==> src/rtl/memtest_reporter.sv <==
// memtest_reporter: serves per-channel port-tester statistics over the req/wr/ack debug bridge.
// Stall detection is built only when MEMTEST_STALL_DETECT_EN is defined.
module memtest_reporter #(
    parameter int CHANNELS     = 5,
    parameter int STALL_BITS   = 20,
    parameter int RESET_CYCLES = 16
) (
    input  logic                    clk,
    input  logic                    reset_in,
    input  logic [32*CHANNELS-1:0]  ch_readcount,
    input  logic [32*CHANNELS-1:0]  ch_errorcount,
    input  logic [16*CHANNELS-1:0]  ch_errbits,
    output logic                    test_reset_n,
    output logic [CHANNELS-1:0]     ch_enable,
    output logic [CHANNELS-1:0]     ch_stall,
    output logic                    br_req,
    output logic                    br_wr,
    output logic [31:0]             br_d,
    input  logic [31:0]             br_q,
    input  logic                    br_ack
);
    typedef enum logic [2:0] {CMD, WAIT, DECODE, SEND1, SEND2, RST} state_t;
    state_t state, nxt;
    logic [7:0] op;
    logic [7:0] rst_cnt;
    logic [15:0] arg;
    logic legacy;
    logic do_rst;
    logic [31:0] w0, w1, w2;
    logic [31:0] status;
    logic [31:0] rd_w [256];
    logic [31:0] er_w [256];
    logic [31:0] eb_w [256];
    // Full 256-entry view so any 8-bit index selects a word; absent channels read all ones.
    for (genvar i = 0; i < 256; i++) begin : g_ch
        if (i < CHANNELS) begin : g_in
            assign rd_w[i] = ch_readcount[32*i +: 32];
            assign er_w[i] = ch_errorcount[32*i +: 32];
            assign eb_w[i] = {15'b0, ch_stall[i], ch_errbits[16*i +: 16]};
        end else begin : g_out
            assign rd_w[i] = '1;
            assign er_w[i] = '1;
            assign eb_w[i] = '1;
        end
    end
    assign do_rst = op == 8'h01 || (op == 8'h00 && legacy);
    assign status = {8'(CHANNELS), 8'h00, 16'(ch_stall)};
    always_ff @(posedge clk or negedge reset_in) begin
        if (!reset_in) begin
            state        <= CMD;
            nxt          <= CMD;
            br_req       <= 1'b0;
            br_wr        <= 1'b0;
            br_d         <= '0;
            test_reset_n <= 1'b1;
            ch_enable    <= '1;
            op           <= '0;
            arg          <= '0;
            legacy       <= 1'b0;
            rst_cnt      <= '0;
            w0           <= '0;
            w1           <= '0;
            w2           <= '0;
        end else begin
            case (state)
                CMD: begin
                    br_req <= 1'b1;
                    br_wr  <= 1'b0;
                    state  <= WAIT;
                end
                WAIT: if (br_ack) begin
                    br_req <= 1'b0;
                    state  <= br_wr ? nxt : DECODE;
                    if (!br_wr) begin
                        op     <= br_q[31:24];
                        arg    <= br_q[23:8];
                        legacy <= br_q[7:0] == 8'hFF;
                        w0     <= rd_w[br_q[7:0]];
                        w1     <= er_w[br_q[7:0]];
                        w2     <= eb_w[br_q[7:0]];
                    end
                end
                // DECODE also launches the first reply word so it is requested two cycles after the command ack.
                DECODE: if (do_rst) begin
                    test_reset_n <= 1'b0;
                    rst_cnt      <= 8'(RESET_CYCLES - 1);
                    state        <= RST;
                end else begin
                    br_req <= 1'b1;
                    br_wr  <= 1'b1;
                    state  <= WAIT;
                    nxt    <= op == 8'h00 ? SEND1 : CMD;
                    br_d   <= op == 8'h00 ? w0 :
                              op == 8'h02 ? 32'(arg[CHANNELS-1:0]) :
                              op == 8'h03 ? status : 32'h0000DEAD;
                    if (op == 8'h02)
                        ch_enable <= arg[CHANNELS-1:0];
                end
                SEND1: begin
                    br_d   <= w1;
                    br_req <= 1'b1;
                    br_wr  <= 1'b1;
                    nxt    <= SEND2;
                    state  <= WAIT;
                end
                SEND2: begin
                    br_d   <= w2;
                    br_req <= 1'b1;
                    br_wr  <= 1'b1;
                    nxt    <= CMD;
                    state  <= WAIT;
                end
                RST: if (rst_cnt == 8'd0) begin
                    test_reset_n <= 1'b1;
                    state        <= CMD;
                end else begin
                    rst_cnt <= rst_cnt - 8'd1;
                end
                default: state <= CMD;
            endcase
        end
    end
`ifdef MEMTEST_STALL_DETECT_EN
    logic clr_stall;
    assign clr_stall = state == DECODE && do_rst;
    for (genvar i = 0; i < CHANNELS; i++) begin : g_stall
        logic [STALL_BITS-1:0] timer;
        logic [31:0] last_rc;
        logic flag;
        assign ch_stall[i] = flag;
        always_ff @(posedge clk or negedge reset_in) begin
            if (!reset_in) begin
                timer   <= '0;
                last_rc <= '0;
                flag    <= 1'b0;
            end else begin
                last_rc <= ch_readcount[32*i +: 32];
                if (clr_stall) begin
                    timer <= '0;
                    flag  <= 1'b0;
                end else if (ch_readcount[32*i +: 32] != last_rc || !ch_enable[i] || !test_reset_n) begin
                    timer <= '0;
                end else if (timer != '1) begin
                    timer <= timer + 1'b1;
                    if (&(timer + 1'b1))
                        flag <= 1'b1;
                end
            end
        end
    end
`else
    assign ch_stall = '0;
`endif
endmodule

==> config.mk <==
export PLATFORM = sky130hd
export DESIGN_NAME = memtest_reporter
export DESIGN_NICKNAME = d
export VERILOG_FILES = /design/src/rtl/memtest_reporter.sv
export SDC_FILE = /design/constraint.sdc
export NUM_CORES = 1
export LEC_CHECK = 0
export BUFFER_PORTS_ARGS = -buffer_cell sky130_fd_sc_hd__clkbuf_2
export CAP_MARGIN = 15
export CORE_AREA = 2 2 187 189
export DETAILED_ROUTE_END_ITERATION = 10
export DIE_AREA = 0 0 189 191
export GPL_ROUTABILITY_DRIVEN = 0
export SLEW_MARGIN = 20
export SYNTH_ARGS = -nofsm -noshare
export SYNTH_HDL_FRONTEND = slang
export SYNTH_SLANG_ARGS = --single-unit
==> constraint.sdc <==
create_clock -name clk -period 2.8 [get_ports clk]
set_input_delay 0.28 -clock clk [delete_from_list [all_inputs] [get_ports clk]]
set_output_delay 0.28 -clock clk [all_outputs]
set_load 0.03 [all_outputs]
==> results of run 1 <==
## state kept, by name, summed over array words and instances (netlist names), 2 cells and up
name       flops
nxt            2
w1            32
arg            5
ch_enable      5
op             8
w0            32
rst_cnt        8
br_d          32
w2            17
state          3
## per-stage QoR
| stage | worst slack (ns) | power [mW] |
|---|---|---|
| after global routing | 0.413 | 9.27 |
| final | 0.566 | 8.75 |
| after global placement | 0.619 | 6.42 |
| after detailed placement | 0.559 | 6.51 |
| after CTS | 0.555 | 8.86 |
| after floorplan | 0.742 | 5.32 |
## metal layers
metal  share of wire, %  global-route usage [%]  vias up
li1                   -                       -     3744
met1                 43                    23.8     4104
met2                 51                    31.4      299
met3                5.2                    3.65       22
met4                1.3                    4.33        0
met5                  0                       0        -
## cell usage in the layout, fill, tap and decap left out, drive strengths merged, types with 5 or more instances in the layout
cell type,n
nor2,99
conb,5
dfstp,6
buf,28
mux2,36
a2bb2oi,10
a222oi,10
dfrtp,142
inv,17
nor4,5
mux4,80
clkbuf,477
a21oi,89
clkinv,6
mux2i,93
a221o,15
## cell type report
| cell class | instances | area (µm²) |
|---|---|---|
| fillers | 3457 | 21600 |
| multi-input cells | 514 | 4980 |
| flip-flops and latches | 148 | 3710 |
| repair buffers | 488 | 2640 |
| well taps | 455 | 569 |
| clock buffers | 18 | 429 |
| clock inverters | 13 | 153 |
| inverters | 15 | 56.3 |
| diodes | 1 | 2.50 |
## cells by family (layout without fill, tap and decap cells)
family / Yosys count / after routing
simple gates: 143 / 143
buf+inv: 86 / 534
mux: 209 / 209
fa+ha+maj: 2 / 2
flops: 148 / 148
compound gates: 153 / 153
other cells: 1 / 6
xor+xnor: 2 / 2
## path summary, 6_finish.rpt
path,startpoint,to,slack (ns)
worst max-delay path,state[2],br_d[19],0.57
worst min-delay path,br_q[29],op[5],0.07
worst max register to register,state[2],br_d[19],0.57
worst min register to register,w2[30],w2[30],0.49
max in group asynchronous,reset_in,test_reset_n,1.64
min in group asynchronous,reset_in,op[6],0.41
## worst max-delay path: cells and delay by family, from the launching register on
kind	cells	cell delay [ns]
flops	1	0.57
mux	1	0.37
simple gates	2	0.62
buf+inv	1	0.29
compound gates	1	0.25
## power by group through the flow
stage	Sequential (mW)	Clock, mW	Combinational (mW)
6_report	3.01	2.31	3.43
5_1_grt	3.09	2.47	3.71
4_1_cts	3.01	2.37	3.48
3_5_place_dp	3.05	0	3.47
3_3_place_gp	3.03	0	3.39
2_1_floorplan	3.28	0	2.04
## what timing repair did
item	CTS	global route
gates resized for setup	0	0
hold buffers	1	0
endpoints found under the hold margin	57	0
==> metrics.md, run 1 <==
| Metric | Value |
|---|---|
| Status | `complete, no violations` |
| Pre-antenna DRT Iters | `6` |
| Number of global-route vias before repair | `8359` |
| Cell internal pwr | `about 5.5 mW` |
| Vias per cell | `around 4.9` |
| Row count | `68` |
| Unique masters post-synth | `65` |
| Clk_skew | `about 0.012 ns` |
| Synth Area in XOR/XNOR | `0.192%` |
| Mux cell area share after synthesis | `between 30% and 40%` |
| Crit. End Element | `flip-flop` |
| P_sw | `3.29 mW` |
| Vias | `between 8000 and 9000` |
| Post-synthesis cell area | `9150 µm²` |
| Area grow syn2layout | `37.2%` |
| Worst-path fanout max | `32` |
| First-pass GRT wire length | `between 40000 and 50000 µm` |
| Final Non-Filler Cells | `1652` |
| Worst r2r path cells | `5` |
| GRT Total Usage | `a little under a fifth` |
| Clock Tree Root | `clkbuf_16` |
| Fin Hold WS | `between 0.07 and 0.08 ns` |
| Rel. slew slack | `42.7%` |
| DIE HEIGHT | `approximately 190 µm` |
| Synth Register Bits | `148` |
| Die Width | `between 150 and 200 µm` |
| WP data required | `3.11 ns` |
| Max Buffers Root-to-Sink | `2` |
| Pwr dens | `~700 nW/µm²` |
| Synth async-reset ratio | `100%` |
| Register area share after synthesis | `around 41%` |
| Drt wl/cell | `between 20 and 25 µm` |
| Worst-path cell chain | `nor3b_4, nor2_1, a31oi_4, buf_12, mux2_2` |
| Routed WL | `roughly 34000 µm` |
| Simple-Gate Fraction of Synth Area | `7.95%` |
| Largest net degree at the start of global routing | `95` |
| Setup_tns | `0 ns` |
| CTS Buf Count | `17` |
| Die area | `36100 µm²` |
| Net count, final | `1621` |
| Final Slew Violations | `0` |
| Initial antenna violation count | `1` |
| Dpl hpwl | `between 20000 and 30000 µm` |
| Worst path max stage delay | `approximately 0.57 ns` |
| Flop pwr share | `34.4%` |
| DP Cell Count | `~1600` |
| Worst-path clk slew | `approximately 0.07 ns` |
| Commonest cells in the netlist | `dfrtp_1 (142), nor2_1 (99), mux2i_1 (93), a21oi_1 (89), mux4_2 (80)` |
| Net Sw Frac | `around 38%` |
| Post-synth top flop | `dfrtp_1` |
| Unrepaired setup endpoints after global routing | `false` |
| Post-layout util | `a little under two fifths` |
| Synth area leaders | `dfrtp_1 (39%), mux4_2 (20%), mux2i_1 (10%)` |
| Most frequent cell after synthesis | `dfrtp_1` |
| Clock power share | `roughly a quarter` |
| Hold Fails Final Rpt | `0` |
| Residual DRC | `0` |
| Max-cap violations | `0` |
| Worst slew pin tran | `between 0.8 and 0.9 ns` |
| Adder-cell share of the synthesized area | `less than 1%` |
| Comb pwr share | `39.2%` |
| Peak VDD IR | `about 0.75 mV` |
| Post-route ant nets | `0` |
| Leak pwr | `between 5 and 6 nW` |
| Number of synthesized flops with an enable pin | `0` |
| H-Tree Depth | `4` |
| Post-CTS Setup Inserts | `0` |
| Compound-Gate Fraction of Synth Area | `a little under an eighth` |
| Ys Warns | `0` |
| DP Area | `~12000 µm²` |
| # clock sinks | `between 100 and 150` |
| Worst Hold Class | `input port to flip-flop` |
| Yosys top cell by area | `dfrtp_1` |
| Mean Syn Cell Area | `between 10 and 15 µm²` |
| I/O Pins | `480` |
| Clk_lat worst skew | `0.44 ns` |
| Layout cell share with drive strength beyond 1 | `55.6%` |
| WS Path Type | `flip-flop to flip-flop` |
| Tmin final | `around 2.2 ns` |
| GRT overflow | `0` |
| Final setup viols | `0` |
| Fin crit share | `around four fifths` |
| CTS tree | `done` |
| Port Buf Inserts | `between 400 and 500` |
| DR iter-0 viols | `~500` |
| Synth top area share | `between 30% and 40%` |
| Fmax | `approximately 450 MHz` |
| Cell count of the worst hold path | `2` |
| Initial core utilization | `around 27%` |
| Crit start category | `flip-flop` |
| Worst EP arrival | `between 2 and 3 ns` |
| Slowest CP cell | `dfrtp_1` |
| Core area | `34100 µm²` |
| Cell area after layout | `about 13000 µm²` |
| Syn Inst Count | `around 740` |
| Largest family of logic cells by synthesized area | `multiplexers` |
No activity file was read; power rests on OpenSTA's default activity.
==> run 2: changes to the inputs <==
==> constraint.sdc (replaced) <==
create_clock -name clk -period 2.1 [get_ports clk]
set_input_delay 0.21 -clock clk [delete_from_list [all_inputs] [get_ports clk]]
set_output_delay 0.21 -clock clk [all_outputs]
set_load 0.03 [all_outputs]
==> metrics.md, run 2 (synthesis results as in run 1) <==
| Metric | Value |
|---|---|
| Status | `complete, no violations (unchanged)` |
| H-Tree Depth | `4 (unchanged)` |
| Crit start category | `flip-flop (unchanged)` |
| Peak VDD IR | `0.545 mV (was 0.751 mV)` |
| Post-route ant nets | `0 (unchanged)` |
| Worst r2r path cells | `6 (was 5)` |
| Final Slew Violations | `0 (unchanged)` |
| Worst reg2reg endpoint | `state[2] (was br_d[19])` |
| Crit path buffers/inverters | `1 (unchanged)` |
| Final Non-Filler Cells | `1692 (was 1652)` |
| Worst-path cell chain | `inv_1, ha_2, or4b_4, o311a_4, or2_2, o21bai_1 (was nor3b_4, nor2_1, a31oi_4, buf_12, mux2_2)` |
| Worst Hold Class | `input port to flip-flop (unchanged)` |
| Worst slew pin tran | `0.748 ns (was 0.859 ns)` |
| Final worst setup slack | `0.0550 ns (was 0.566 ns)` |
| Fmax | `489 MHz (was 448 MHz)` |
| Pre-CTS setup slack | `0.0508 ns (was 0.559 ns)` |
| Met1 Use GR | `23.9% (was 23.8%)` |
| WS Path Type | `flip-flop to flip-flop (unchanged)` |
| Crit path max-delay family | `simple AND/OR/NAND/NOR gates (unchanged)` |
| Initial core utilization | `26.8% (unchanged)` |
| Core area | `34100 µm² (unchanged)` |
| Initial antenna violation count | `3 (was 1)` |
| Net count, final | `1659 (was 1621)` |
| DP Area | `12300 µm² (was 11900 µm²)` |
| Routed WL | `33800 µm (was 33500 µm)` |
| R2R Setup Slk | `0.06 ns (was 0.57 ns)` |
| Leak pwr | `6.01 nW (was 5.76 nW)` |
| GRT Total Usage | `18.5% (was 18.3%)` |
| Die Width | `189 µm (unchanged)` |
| Biggest regs | `br_d x32, w0 x32, w1 x32 (unchanged)` |
| Layout cell share with drive strength beyond 1 | `56.9% (was 55.6%)` |
| Fin Hold WS | `0.0251 ns (was 0.0729 ns)` |
| Hold Path End | `arg[1] (was op[5])` |
| First-pass GRT wire length | `50000 µm (was 49600 µm)` |
| Max Buffers Root-to-Sink | `2 (unchanged)` |
| I/O Pins | `480 (unchanged)` |
| Met2 usage | `31.4% (about the same)` |
| Clock Tree Root | `clkbuf_16 (unchanged)` |
| Cell area after layout | `13000 µm² (was 12500 µm²)` |
| Unrepaired setup endpoints after global routing | `true (was false)` |
| Final setup viols | `0 (unchanged)` |
| Row count | `68 (unchanged)` |
| Hold path start | `br_q[9] (was br_q[29])` |
| Rel. slew slack | `50.1% (was 42.7%)` |
| Die area | `36100 µm² (unchanged)` |
| CTS tree | `done (unchanged)` |
| Dpl hpwl | `26500 µm (was 26000 µm)` |
| Worst EP arrival | `2.36 ns (was 2.55 ns)` |
| Tmin final | `2.04 ns (was 2.23 ns)` |
| Fin crit share | `97.4% (was 79.8%)` |
| DP Cell Count | `1651 (was 1619)` |
| RR Startpoint | `rst_cnt[0] (was state[2])` |
| Worst path max stage delay | `0.47 ns (was 0.57 ns)` |
| Commonest non-fill, non-tap cell in the layout | `clkbuf_2 (unchanged)` |
| Pwr dens | `956 nW/µm² (was 698 nW/µm²)` |
| Crit. End Element | `flip-flop (unchanged)` |
| Pre-antenna DRT Iters | `5 (was 6)` |
| Global routing's busiest layer | `met2 (unchanged)` |
| Port Buf Inserts | `463 (unchanged)` |
| WP data required | `2.41 ns (was 3.11 ns)` |
| Max-cap violations | `0 (unchanged)` |
| Residual DRC | `0 (unchanged)` |
| Worst-path clk slew | `0.06 ns (was 0.07 ns)` |
| Vias | `8262 (was 8169)` |
| Hold Fails Final Rpt | `0 (unchanged)` |
| Largest net degree at the start of global routing | `51 (was 95)` |
| # clock sinks | `148 (unchanged)` |
| DIE HEIGHT | `191 µm (unchanged)` |
| Slowest CP cell | `or4b_4 (was dfrtp_1)` |
| Worst-path fanout max | `3 (was 32)` |
| Cell count of the worst hold path | `2 (unchanged)` |
| Drt wl/cell | `20.0 µm (was 20.3 µm)` |
| DR iter-0 viols | `461 (was 501)` |
| Commonest cells after routing, fill and taps aside | `clkbuf_2 (459), dfrtp_1 (142), nor2_1 (98), mux2i_1 (93), a21oi_1 (89) (unchanged)` |
| Clk_skew | `0.00994 ns (was 0.0117 ns)` |
| Number of global-route vias before repair | `8545 (was 8359)` |
| CTS Buf Count | `17 (unchanged)` |
| Clk_lat worst skew | `0.43 ns (was 0.44 ns)` |
| Vias per cell | `4.88 (was 4.94)` |
| GR Layer Usage met3 | `3.52% (was 3.65%)` |
| Area grow syn2layout | `42.5% (was 37.2%)` |
| GRT overflow | `0 (unchanged)` |
[run 2: changes by cell type in the layout (fill, tap and decap cells not counted), moves of 2 or more]
cell / change
bufinv_16: +4
clkinv_4: -4
diode_2: +2
buf_4: +27
dlygate4sd3_1: +5
buf_12: +6
[run 2: how the worst max path moves through the flow]
stage | start | to | slack [ns] | cells after the start
2_1_floorplan | rst_cnt[0] | state[2] | 0.04 | 6
3_3_place_gp | rst_cnt[1] | state[2] | 0.07 | 6
3_5_place_dp | op[7] | br_d[26] | 0.05 | 5
4_1_cts | op[7] | br_d[24] | 0.02 | 5
5_1_grt | rst_cnt[0] | rst_cnt[4] | -0.02 | 7
6_report | rst_cnt[0] | state[2] | 0.06 | 6
[run 2: cell type report]
| cell class | instances | area (µm²) |
|---|---|---|
| diodes | 3 | 7.51 |
| well taps | 455 | 569 |
| repair buffers | 526 | 3010 |
| clock buffers | 19 | 433 |
| fillers | 3347 | 21100 |
| inverters | 15 | 56.3 |
| flip-flops and latches | 148 | 3710 |
| clock inverters | 12 | 229 |
| multi-input cells | 514 | 5010 |
[run 2: power breakdown]
group          switching, mW  internal [mW]
registers              0.478           3.47
logic                   2.65           2.35
clock network           1.28           2.23
total                   4.41           8.05
[run 2: per-stage QoR]
step                      TNS, ns  util [%]  power, mW
after CTS                       0      38.1       12.6
final                           0      38.2       12.5
after global placement          0      35.9       8.89
after detailed placement        0      35.9       8.97
after floorplan                 0         -       7.09
after global routing      -0.0250      38.2       13.2
[run 2: routing by layer]
metal | vias up | share of wire (%)
met4 | 0 | 1.5
met2 | 323 | 51
met1 | 4096 | 42
li1 | 3822 | -
met3 | 21 | 5.8
met5 | - | 0
[run 2: timing repair]
item                                    4_1_cts  5_1_grt
buffers inserted                              0        1
hold endpoints to repair                     38        0
endpoints found under the setup margin        0        6
hold buffers                                  6        0
gates resized for setup                       0        5
[run 2: worst register-to-register path, cell delays in order (launching register included)]
cell,delay [ns]
dfrtp_1,0.38
inv_1,0.10
ha_2,0.19
or4b_4,0.47
o311a_4,0.32
or2_2,0.32
o21bai_1,0.16
==> run 3: changes to the inputs <==
--- a/config.mk
+++ b/config.mk
@@ -7,10 +7,11 @@
 export LEC_CHECK = 0
 export BUFFER_PORTS_ARGS = -buffer_cell sky130_fd_sc_hd__clkbuf_2
 export CAP_MARGIN = 15
-export CORE_AREA = 2 2 187 189
+export CORE_AREA = 2 2 185 187
 export DETAILED_ROUTE_END_ITERATION = 10
-export DIE_AREA = 0 0 189 191
+export DIE_AREA = 0 0 187 189
 export GPL_ROUTABILITY_DRIVEN = 0
+export REMOVE_ABC_BUFFERS = 1
 export SLEW_MARGIN = 20
 export SYNTH_ARGS = -nofsm -noshare
 export SYNTH_HDL_FRONTEND = slang
==> constraint.sdc (replaced) <==
create_clock -name clk -period 2.36 [get_ports clk]
set_input_delay 0.236 -clock clk [delete_from_list [all_inputs] [get_ports clk]]
set_output_delay 0.236 -clock clk [all_outputs]
set_load 0.03 [all_outputs]
==> metrics.md, run 3 (synthesis results as in run 1) <==
| Metric | Value |
|---|---|
| Tmin final | `2.24 ns (was 2.04 ns)` |
| Largest net degree at the start of global routing | `82 (was 51)` |
| Final setup viols | `0 (unchanged)` |
| Layout cell share with drive strength beyond 1 | `56.0% (was 56.9%)` |
| Area grow syn2layout | `38.9% (was 42.5%)` |
| Setup_tns | `0 ns (unchanged)` |
| Fin crit share | `94.8% (was 97.4%)` |
| Final Non-Filler Cells | `1660 (was 1692)` |
| Comb pwr share | `39.7% (was 40.1%)` |
| Worst-path fanout max | `3 (unchanged)` |
| Cell internal pwr | `6.68 mW (was 8.05 mW)` |
| Clock Tree Root | `clkbuf_16 (unchanged)` |
| Commonest non-fill, non-tap cell in the layout | `clkbuf_2 (unchanged)` |
| Net count, final | `1634 (was 1659)` |
| # hold bufs at CTS | `1 (was 6)` |
| CTS Buf Count | `17 (unchanged)` |
| Clk_skew | `0.00952 ns (was 0.00994 ns)` |
| Initial core utilization | `27.5% (was 26.8%)` |
| Fmax | `447 MHz (was 489 MHz)` |
| Fillers | `3336 (was 3347)` |
| Pre-CTS setup slack | `0.185 ns (was 0.0508 ns)` |
| Area of the multi-input gates | `4980 µm² (was 5010 µm²)` |
| Number of global-route vias before repair | `8587 (was 8545)` |
| DP Cell Count | `1625 (was 1651)` |
| Final Slew Violations | `0 (unchanged)` |
| DR iter-0 viols | `440 (was 461)` |
| Post-layout util | `38.2% (about the same)` |
| Initial antenna violation count | `2 (was 3)` |
| Worst-path clk slew | `0.06 ns (about the same)` |
| Pre-antenna DRT Iters | `5 (unchanged)` |
| DP Area | `12100 µm² (was 12300 µm²)` |
| RR Startpoint | `op[7] (was rst_cnt[0])` |
| Net Sw Frac | `36.2% (was 35.4%)` |
| Vias | `8173 (was 8262)` |
| Hold path start | `br_q[30] (was br_q[9])` |
| Leak pwr | `5.85 nW (was 6.01 nW)` |
| Crit start category | `flip-flop (unchanged)` |
| Port Buf Inserts | `463 (unchanged)` |
| Worst setup path start | `op[7] (was rst_cnt[0])` |
| Max Buffers Root-to-Sink | `2 (unchanged)` |
| Clk_lat worst skew | `0.42 ns (was 0.43 ns)` |
| GRT overflow | `0 (unchanged)` |
| Cell area after layout | `12700 µm² (was 13000 µm²)` |
| Peak VDD IR | `0.450 mV (was 0.545 mV)` |
| H-Tree Depth | `4 (unchanged)` |
| Crit. End Element | `flip-flop (unchanged)` |
| Rel. slew slack | `43.1% (was 50.1%)` |
| Worst EP arrival | `2.58 ns (was 2.36 ns)` |
| I/O Pins | `480 (unchanged)` |
| Routed WL | `31100 µm (was 33800 µm)` |
| Status | `complete, no violations (unchanged)` |
| Hold Fails Final Rpt | `0 (unchanged)` |
| Flop pwr share | `33.6% (was 31.7%)` |
| Dpl hpwl | `24500 µm (was 26500 µm)` |
| Core area | `33300 µm² (was 34100 µm²)` |
| CTS tree | `done (unchanged)` |
| Row count | `67 (was 68)` |
| Unrepaired setup endpoints after global routing | `false (was true)` |
| Max-cap violations | `0 (unchanged)` |
| Post-cts sizing count | `0 (unchanged)` |
| Residual DRC | `0 (unchanged)` |
| Worst Hold Class | `input port to flip-flop (unchanged)` |
| Post-CTS Setup Inserts | `0 (unchanged)` |
| Die Width | `187 µm (was 189 µm)` |
| Worst slew pin tran | `0.853 ns (was 0.748 ns)` |
| Die area | `35300 µm² (was 36100 µm²)` |
| First-pass GRT wire length | `47300 µm (was 50000 µm)` |
| # clock sinks | `148 (unchanged)` |
| WS Path Type | `flip-flop to flip-flop (unchanged)` |
| Vias per cell | `4.92 (was 4.88)` |
| Commonest cells after routing, fill and taps aside | `clkbuf_2 (459), dfrtp_1 (142), nor2_1 (98), mux2i_1 (93), a21oi_1 (89) (unchanged)` |
| Final worst setup slack | `0.124 ns (was 0.0550 ns)` |
| DIE HEIGHT | `189 µm (was 191 µm)` |
| WP data required | `2.71 ns (was 2.41 ns)` |
| Register cell area after layout | `3710 µm² (unchanged)` |
| Pwr dens | `825 nW/µm² (was 956 nW/µm²)` |
| Clock power share | `26.6% (was 28.1%)` |
| P_sw | `3.79 mW (was 4.41 mW)` |
| Drt wl/cell | `18.7 µm (was 20.0 µm)` |
| Post-route ant nets | `0 (unchanged)` |
| Biggest regs | `br_d x32, w0 x32, w1 x32 (unchanged)` |
| GRT Total Usage | `17.4% (was 18.5%)` |
run 3: worst paths after layout:
kind                            cells past startpoint           end  slack, ns
worst max register to register                      5      br_d[24]       0.12
worst min register to register                      2        w2[30]       0.49
min in group asynchronous                           2  ch_enable[4]       0.34
worst min-delay path                                2         op[6]       0.05
worst max-delay path                                5      br_d[24]       0.12
max in group asynchronous                           3        w1[17]       1.56
run 3: power by group through the flow:
stage / combinational, mW / clock [mW] / sequential (mW)
finish: 4.16 / 2.79 / 3.52
CTS: 4.22 / 2.86 / 3.52
global placement: 4.14 / 0 / 3.54
floorplan: 2.05 / 0 / 3.97
detailed placement: 4.21 / 0 / 3.56
global route: 4.51 / 2.97 / 3.61
run 3: per-layer routing:
metal / routed length, µm / share of wire, % / track usage (%) / vias up
li1: - / - / - / 3764
met1: 12800 / 41 / 21.8 / 4097
met2: 15800 / 51 / 30.0 / 283
met3: 1880 / 6.0 / 4.36 / 29
met4: 483 / 1.6 / 4.55 / 0
met5: 0 / 0 / 0 / -
run 3: area by class of cell:
class / instances / share of cell area, %
clock buffer: 21 / 3.55
multi-input combinational: 514 / 39.2
clock inverter: 11 / 1.18
sequential: 148 / 29.2
inverter: 15 / 0.443
antenna: 2 / 0.0394
timing repair buffer: 501 / 21.9
tap: 448 / 4.41
run 3: metrics by stage:
step / total power [mW] / hold slack (ns)
2_1_floorplan: 6.03 / -0.0596
3_3_place_gp: 7.69 / 0.192
3_5_place_dp: 7.76 / 0.190
4_1_cts: 10.6 / 0.0252
5_1_grt: 11.1 / 0.0217
6_report: 10.5 / 0.0499
run 3: critical path: stages, from the launching register on:
cell and delay (ns):
dfrtp_1 0.39, or4_4 0.60, nor4_1 0.67, buf_4 0.26, a2111oi_0 0.07, mux2i_1 0.18
